`config.mk`:
```
export PLATFORM = sky130hd
export DESIGN_NAME = pulse_width_meter
export DESIGN_NICKNAME = d
export VERILOG_FILES = /design/src/rtl/pulse_width_meter.sv
export SDC_FILE = /design/constraint.sdc
export NUM_CORES = 1
export LEC_CHECK = 0
export CORE_MARGIN = 2
export CORE_UTILIZATION = 57
export CTS_BUF_LIST = sky130_fd_sc_hd__clkbuf_8
export CTS_CLUSTER_DIAMETER = 60
export CTS_CLUSTER_SIZE = 20
export DETAILED_ROUTE_END_ITERATION = 6
export GPL_TIMING_DRIVEN = 1
export PLACE_DENSITY = 0.78
export SETUP_SLACK_MARGIN = 0.02
export SYNTH_ARGS = -nofsm -noshare
export SYNTH_HDL_FRONTEND = slang
export SYNTH_SLANG_ARGS = --single-unit
export TNS_END_PERCENT = 20
```
`constraint.sdc`:
```
create_clock -name clk -period 2.5 [get_ports clk]
set_clock_uncertainty 0.1 [all_clocks]
set_input_delay 0.375 -clock clk [delete_from_list [all_inputs] [get_ports clk]]
set_output_delay 0.375 -clock clk [all_outputs]
set_load 0.05 [all_outputs]
```
`src/rtl/pulse_width_meter.sv`:
```
// Measures the width, in clk cycles, of one armed high pulse on a synchronous input.
// The counter saturates at all-ones; ovf reports that saturation for the last completed pulse.
module pulse_width_meter #(
  parameter int WIDTH = 32
) (
  input  logic             clk,
  input  logic             rst,
  input  logic             sig,
  input  logic             arm,
  input  logic             abort,
  output logic             busy,
  output logic             done,
  output logic [WIDTH-1:0] q,
  output logic             ovf
);

  typedef enum logic [1:0] {
    IDLE  = 2'd0,
    ARMED = 2'd1,
    MEAS  = 2'd2
  } state_t;

  state_t           state, state_n;
  logic [WIDTH-1:0] cnt, cnt_n;
  logic             sat, sat_n;
  logic [WIDTH-1:0] q_n;
  logic             ovf_n;
  logic             done_n;
  logic             sig_d;
  logic             rise;

  // sig_d resets high so a sig already high at reset release is not an edge.
  assign rise = sig & ~sig_d;
  assign busy = (state != IDLE);

  always_ff @(posedge clk) begin
    if (rst) begin
      state <= IDLE;
      cnt   <= '0;
      sat   <= 1'b0;
      q     <= '0;
      ovf   <= 1'b0;
      done  <= 1'b0;
      sig_d <= 1'b1;
    end else begin
      state <= state_n;
      cnt   <= cnt_n;
      sat   <= sat_n;
      q     <= q_n;
      ovf   <= ovf_n;
      done  <= done_n;
      sig_d <= sig;
    end
  end

  always_comb begin
    state_n = state;
    cnt_n   = cnt;
    sat_n   = sat;
    q_n     = q;
    ovf_n   = ovf;
    done_n  = 1'b0;
    case (state)
      IDLE: begin
        // abort has no meaning here, so arm wins even when both are high.
        if (arm) state_n = ARMED;
      end
      ARMED: begin
        if (abort) begin
          state_n = IDLE;
        end else if (rise) begin
          state_n = MEAS;
          cnt_n   = WIDTH'(1);
          sat_n   = 1'b0;
        end
      end
      MEAS: begin
        if (abort) begin
          state_n = IDLE;
        end else if (sig) begin
          if (&cnt) sat_n = 1'b1;
          else      cnt_n = cnt + WIDTH'(1);
        end else begin
          state_n = IDLE;
          q_n     = cnt;
          ovf_n   = sat;
          done_n  = 1'b1;
        end
      end
      default: state_n = IDLE;
    endcase
  end

endmodule
```
---- After elaboration in Yosys (flattened, before gate mapping) ----
Cells that the tools add are included.
W data, S select, Z words.
operators by class
  add/subtract/negate cells ............... 1
  bitwise gates (word level) .............. 5
  reduce and logical (&&, ||, !) cells .... 9
  eq/ne operators ......................... 11
  muxes and demuxes ....................... 19
operators by type and width
  cell                     count
  $mux W32                 5
  $pmux W32 S2             1
  $add A32 B1 Y32 const B  1
  $reduce_and A32 Y1       1
  $ne A2 B2 Y1 const B     7
  $reduce_and A6 Y1        2
  $mux W2                  5
  $mux W1                  6
  $ne A3 B3 Y1 const B     2
  $pmux W2 S3              1
  $reduce_and A3 Y1        2
  $not A1 Y1               4
  $reduce_bool A2 Y1       2
  $reduce_or A3 Y1         1
  $eq A2 B1 Y1 const B     1
  $eq A2 B2 Y1 const B     1
  $logic_not A2 Y1         1
  $pmux W1 S2              1
  $and A1 B1 Y1            1
storage, ports and cells
  bits in registers ....................... 70

---- Depth between registers and ports, before layout ----
  depth in word-level cells ............... 5
  depth in mapped cells ................... 9

---- Worst setup path after synthesis ----
Ideal clock, no wire load.
  path kind ............................... register to register
  start point ............................. register cnt[0]
  end point ............................... register cnt[28]
  clock period less this slack ............ 2.181 ns
  required time ........................... 2.326 ns
  slack ................................... 0.319 ns
  stages on the path, launching flop included .. 10
  arrival time ............................ 2.007 ns
  path buffers ............................ 2
  library setup time ...................... 0.074 ns
  cells stage by stage .................... dfxtp_1 -> ha_1 -> and3_1 -> nand4_1 -> or3_4 -> o31ai_4 -> buf_6 -> buf_6 -> nand2_1 -> a31oi_1
between the ends
  word-level cells in the longest chain between the ends .. 5
ends and longest elaborated chain
  what                    line  text
  start, declared         24    logic [WIDTH-1:0] cnt, cnt_n;
  start signal, assigned  47    cnt <= cnt_n;
  $add A32 B1 Y32         82    else cnt_n = cnt + WIDTH'(1);
  $mux W32                81    if (&cnt) sat_n = 1'b1;
  $mux W32                80    end else if (sig) begin
  $mux W32                78    if (abort) begin
  $pmux W32 S2            63    case (state)
Several ways; a longest one is shown, not always the timed one. The select of a mux whose other input is x is not followed.
A chain may end at the register's enable or synchronous reset.

---- Worst setup path in the final report ----
  start point ............................. register cnt[13]
  end point ............................... register cnt[4]
between the ends
  word-level cells in the longest chain between the ends .. 3
ends and longest elaborated chain
  what                         line
  $reduce_and A32 Y1           81
  $ne A2 B2 Y1 (no line)       -
  $reduce_and A6 Y1 (no line)  -
Every way passes these cells.

==> run_results.csv <==
group,metric,value,unit
outcome,status,"complete, no violations",
pwr,seq_power_share,51.6,%
die,die-area,0.00613,mm^2
placed_design,hpwl,5.19,mm
routing,firstDrtPassIters,4,
clock_network,cts_root_buffer,"clkbuf_8",
global_route,grt-ovfl-total,0,
clock_network,ctsHoldBuffers,0,
yosys,syn_area,0.00315,mm^2
layout,insertedDiodeCount,0,
hold_path,hp-class,"reg -> reg",
clock_network,numCtsBuffers,9,
clock_network,clock_latency,350,ps
hold_path,min_path_cells,2,
timing,slew_headroom,65.2,%
yosys,ys_seq_elements,70,
worst_setup_path,worstPathRequired,2650,ps
routing,drtIter0Drc,313,
yosys,ys_warn_count,0,
yosys,syn_inst,398,
pwr,netSwitchingFraction,21.0,%
routing,vias,3048,
die,start_util,58.2,%
clock_network,cts_num_sinks,70,
worst_setup_path,end_kind,"flop",
die,core_area,0.00541,mm^2
timing,final-hold-violation-count,0,
yosys,yosysSeqAreaShare,44.5,%
pwr,p_clk_share,45.8,%
routing,postRouteAntennaNets,0,
layout,final_util,73.2,%
worst_setup_path,crit_type,"reg -> reg",
pwr,combPwrFrac,2.6,%
worst_setup_path,worst-r2r-setup-slack,190,ps
placed_design,place_inst,513,
timing,timing.hold.ws,353,ps
pwr,leakage,1.32,nW
timing,tightestPinTransition,522,ps
yosys,synth_top_area_share,44.5,%
yosys,synth_top_family_by_area,"simple AND/OR/NAND/NOR gates",
placed_design,portBuffers,39,
timing,clock.fmax,433,MHz
worst_setup_path,r2r_end,"cnt[4]",
worst_setup_path,cp_slowest_cell,"or3_4",
worst_setup_path,crit_path_max_fanout,11,
pwr,switching_power,0.455,mW
layout,final_nets,458,
worst_setup_path,slowest_delay,450,ps
pwr,intPower,1.72,mW
flow_run,drv_cap,0,
clock_network,clockBufferDepth,2,
hold_path,worstHoldEndpoint,"q[14]",
yosys,synth-compound-area-share,20.9,%
routing,drt-total-wl,7.61,mm
layout,area_growth_syn_to_layout,25.8,%
pwr,power_density,549,mW/mm^2
placed_design,gp_congestion,0.935,
worst_setup_path,reg2reg_depth,6,
yosys,synthArstFlopShare,0,%
die,die_h,78.3,um
die,core.rowCount,27,
timing,slew_viol_final,0,
clock_network,cts_tree,"built",
yosys,synthMuxAreaShare,0.676,%
layout,final-instance-count-excl-fill,529,
worst_setup_path,worstPathArrival,2460,ps
layout,drive_gt1_share,13.1,%
yosys,yosys.area_share.simple,29.0,%
yosys,synth_edf_count,0,
worst_setup_path,start_kind,"flop",
timing,finalCritPeriodShare,92.3,%
yosys,synthFlopType,"dfxtp_1",
worst_setup_path,path_cells,"and4_2 -> nand4_4 -> or3_4 -> o31a_1 -> buf_4 -> a311oi_1",
global_route,grt_max_degree,34,
die,io_pins,40,
pwr,ir_drop,446,uV
global_route,grt_pass1_vias,2773,
clock_network,clkTransAtPathRegs,70,ps
routing,vias_per_cell,5.76,
global_route,antenna_found_initial,0,
timing,rsz0062_at_grt,"yes",
yosys,syn-num-nets,404,
yosys,synth.largest_area_cell,"dfxtp_1",
yosys,avgSynthCellArea,7.91,um^2
yosys,synthAdderAreaFrac,0.398,%
clock_network,h-tree-depth,3,
die,die_x,78.3,um
routing,drc_errors,0,
yosys,yosysUniqueCellTypes,48,
global_route,grt_pass1_wl,13.0,mm
timing,period_needed,2310,ps
global_route,grt_use_total,26.4,%
routing,drt-wirelength-per-cell,14.4,um
hold_path,min_from,"q[14]",
pwr,power.total,2.17,mW
yosys,yosys.area_share.xor_xnor,0,%
timing,setup_violations,0,
timing,setup_tns,0,ps
worst_setup_path,r2r_start,"cnt[13]",
yosys,synthTopCellsByArea,"dfxtp_1 (45%), nand2_1 (11%), a21oi_1 (8.9%), clkbuf_1 (2.7%), a311oi_1 (2.5%)",
==> worst max path at each step <==
| stage | start | endpoint | slack (ps) |
|---|---|---|---|
| 2_1_floorplan | cnt[0] | cnt[28] | 320 |
| 3_3_place_gp | sig | cnt[23] | 90 |
| 3_5_place_dp | sig | cnt[23] | 60 |
| 4_1_cts | cnt[0] | cnt[6] | 160 |
| 5_1_grt | cnt[13] | cnt[21] | 20 |
| 6_report | cnt[13] | cnt[4] | 190 |
==> synthesized netlist by cell type, types with 7 or more instances <==
cell type	n
nand2_1	95
o21ai_0	15
nor2_1	17
a21oi_1	56
dfxtp_1	70
or3_1	7
a31oi_1	10
nand3_1	7
nor3_1	9
clkbuf_1	23
or4_1	7
a311oi_1	9
==> registers in the layout, indices dropped and copies added (netlist names) <==
signal  count
cnt        32
q          32
sat         1
state       2
sig_d       1
done        1
ovf         1
==> power by group through the flow <==
stage          registers [mW]  logic, mW  clock network (mW)
6_report                 1.12     0.0572               0.994
5_1_grt                  1.12     0.0615                1.04
4_1_cts                  1.12     0.0573                1.00
3_5_place_dp             1.15     0.0569                   0
3_3_place_gp             1.15     0.0561                   0
2_1_floorplan            1.14     0.0379                   0
==> placed cells by master, fill, tap and decap left out, types with 7 or more instances in the layout <==
master            n
nor3_1            8
o21ai_0          15
a21oi_1          56
nand2_1          95
a311oi_1          9
dfxtp_1          69
clkdlybuf4s50_1  38
a31oi_1          10
buf_4            32
or3_1             7
nand3_1           7
or4_1             7
nor2_1           17
clkbuf_8         10
==> cell families (layout without fill, tap and decap cells) <==
logic type | count (synthesis) | in the layout
mux | 2 | 2
buf+inv | 32 | 91
simple gates | 184 | 184
flops | 70 | 70
fa+ha+maj | 1 | 1
compound gates | 109 | 109
==> cell type report <==
| class | count | area [um^2] |
|---|---|---|
| Fill cell | 436 | 1450 |
| Timing Repair Buffer | 71 | 626 |
| Clock inverter | 6 | 77.6 |
| Inverter | 4 | 15.0 |
| Clock buffer | 10 | 138 |
| Multi-Input combinational cell | 296 | 1610 |
| Tap cell | 72 | 90.1 |
| Sequential cell | 70 | 1400 |
==> stage by stage <==
step / setup slack [ps] / cell area, um^2
5_1_grt: 19.7 / 3960
6_report: 193 / 3960
4_1_cts: 156 / 3960
3_3_place_gp: 90.6 / 3740
2_1_floorplan: 319 / 3150
3_5_place_dp: 56.9 / 3740
==> repair_timing <==
action                                  CTS  global route
buffers inserted                          0             0
resized for setup                         0             1
endpoints found under the hold margin     0             0
endpoints found under the setup margin    0             4
==> worst max-delay path, delay by kind of cell, from the launching register on <==
family	cells	cell delay (ps)
AND/OR/NAND/NOR	3	950
buffers and inverters	1	200
flip-flops	1	390
AO/OA/AOI/OAI	2	560
==> per-layer routing <==
metal | GRT usage [%] | part of all wire [%]
met4 | 13.9 | 1.9
met5 | 0 | 0
met1 | 35.3 | 46
met3 | 3.91 | 4.9
met2 | 41.4 | 47
Note: power is estimated with default switching activity, not from simulation.
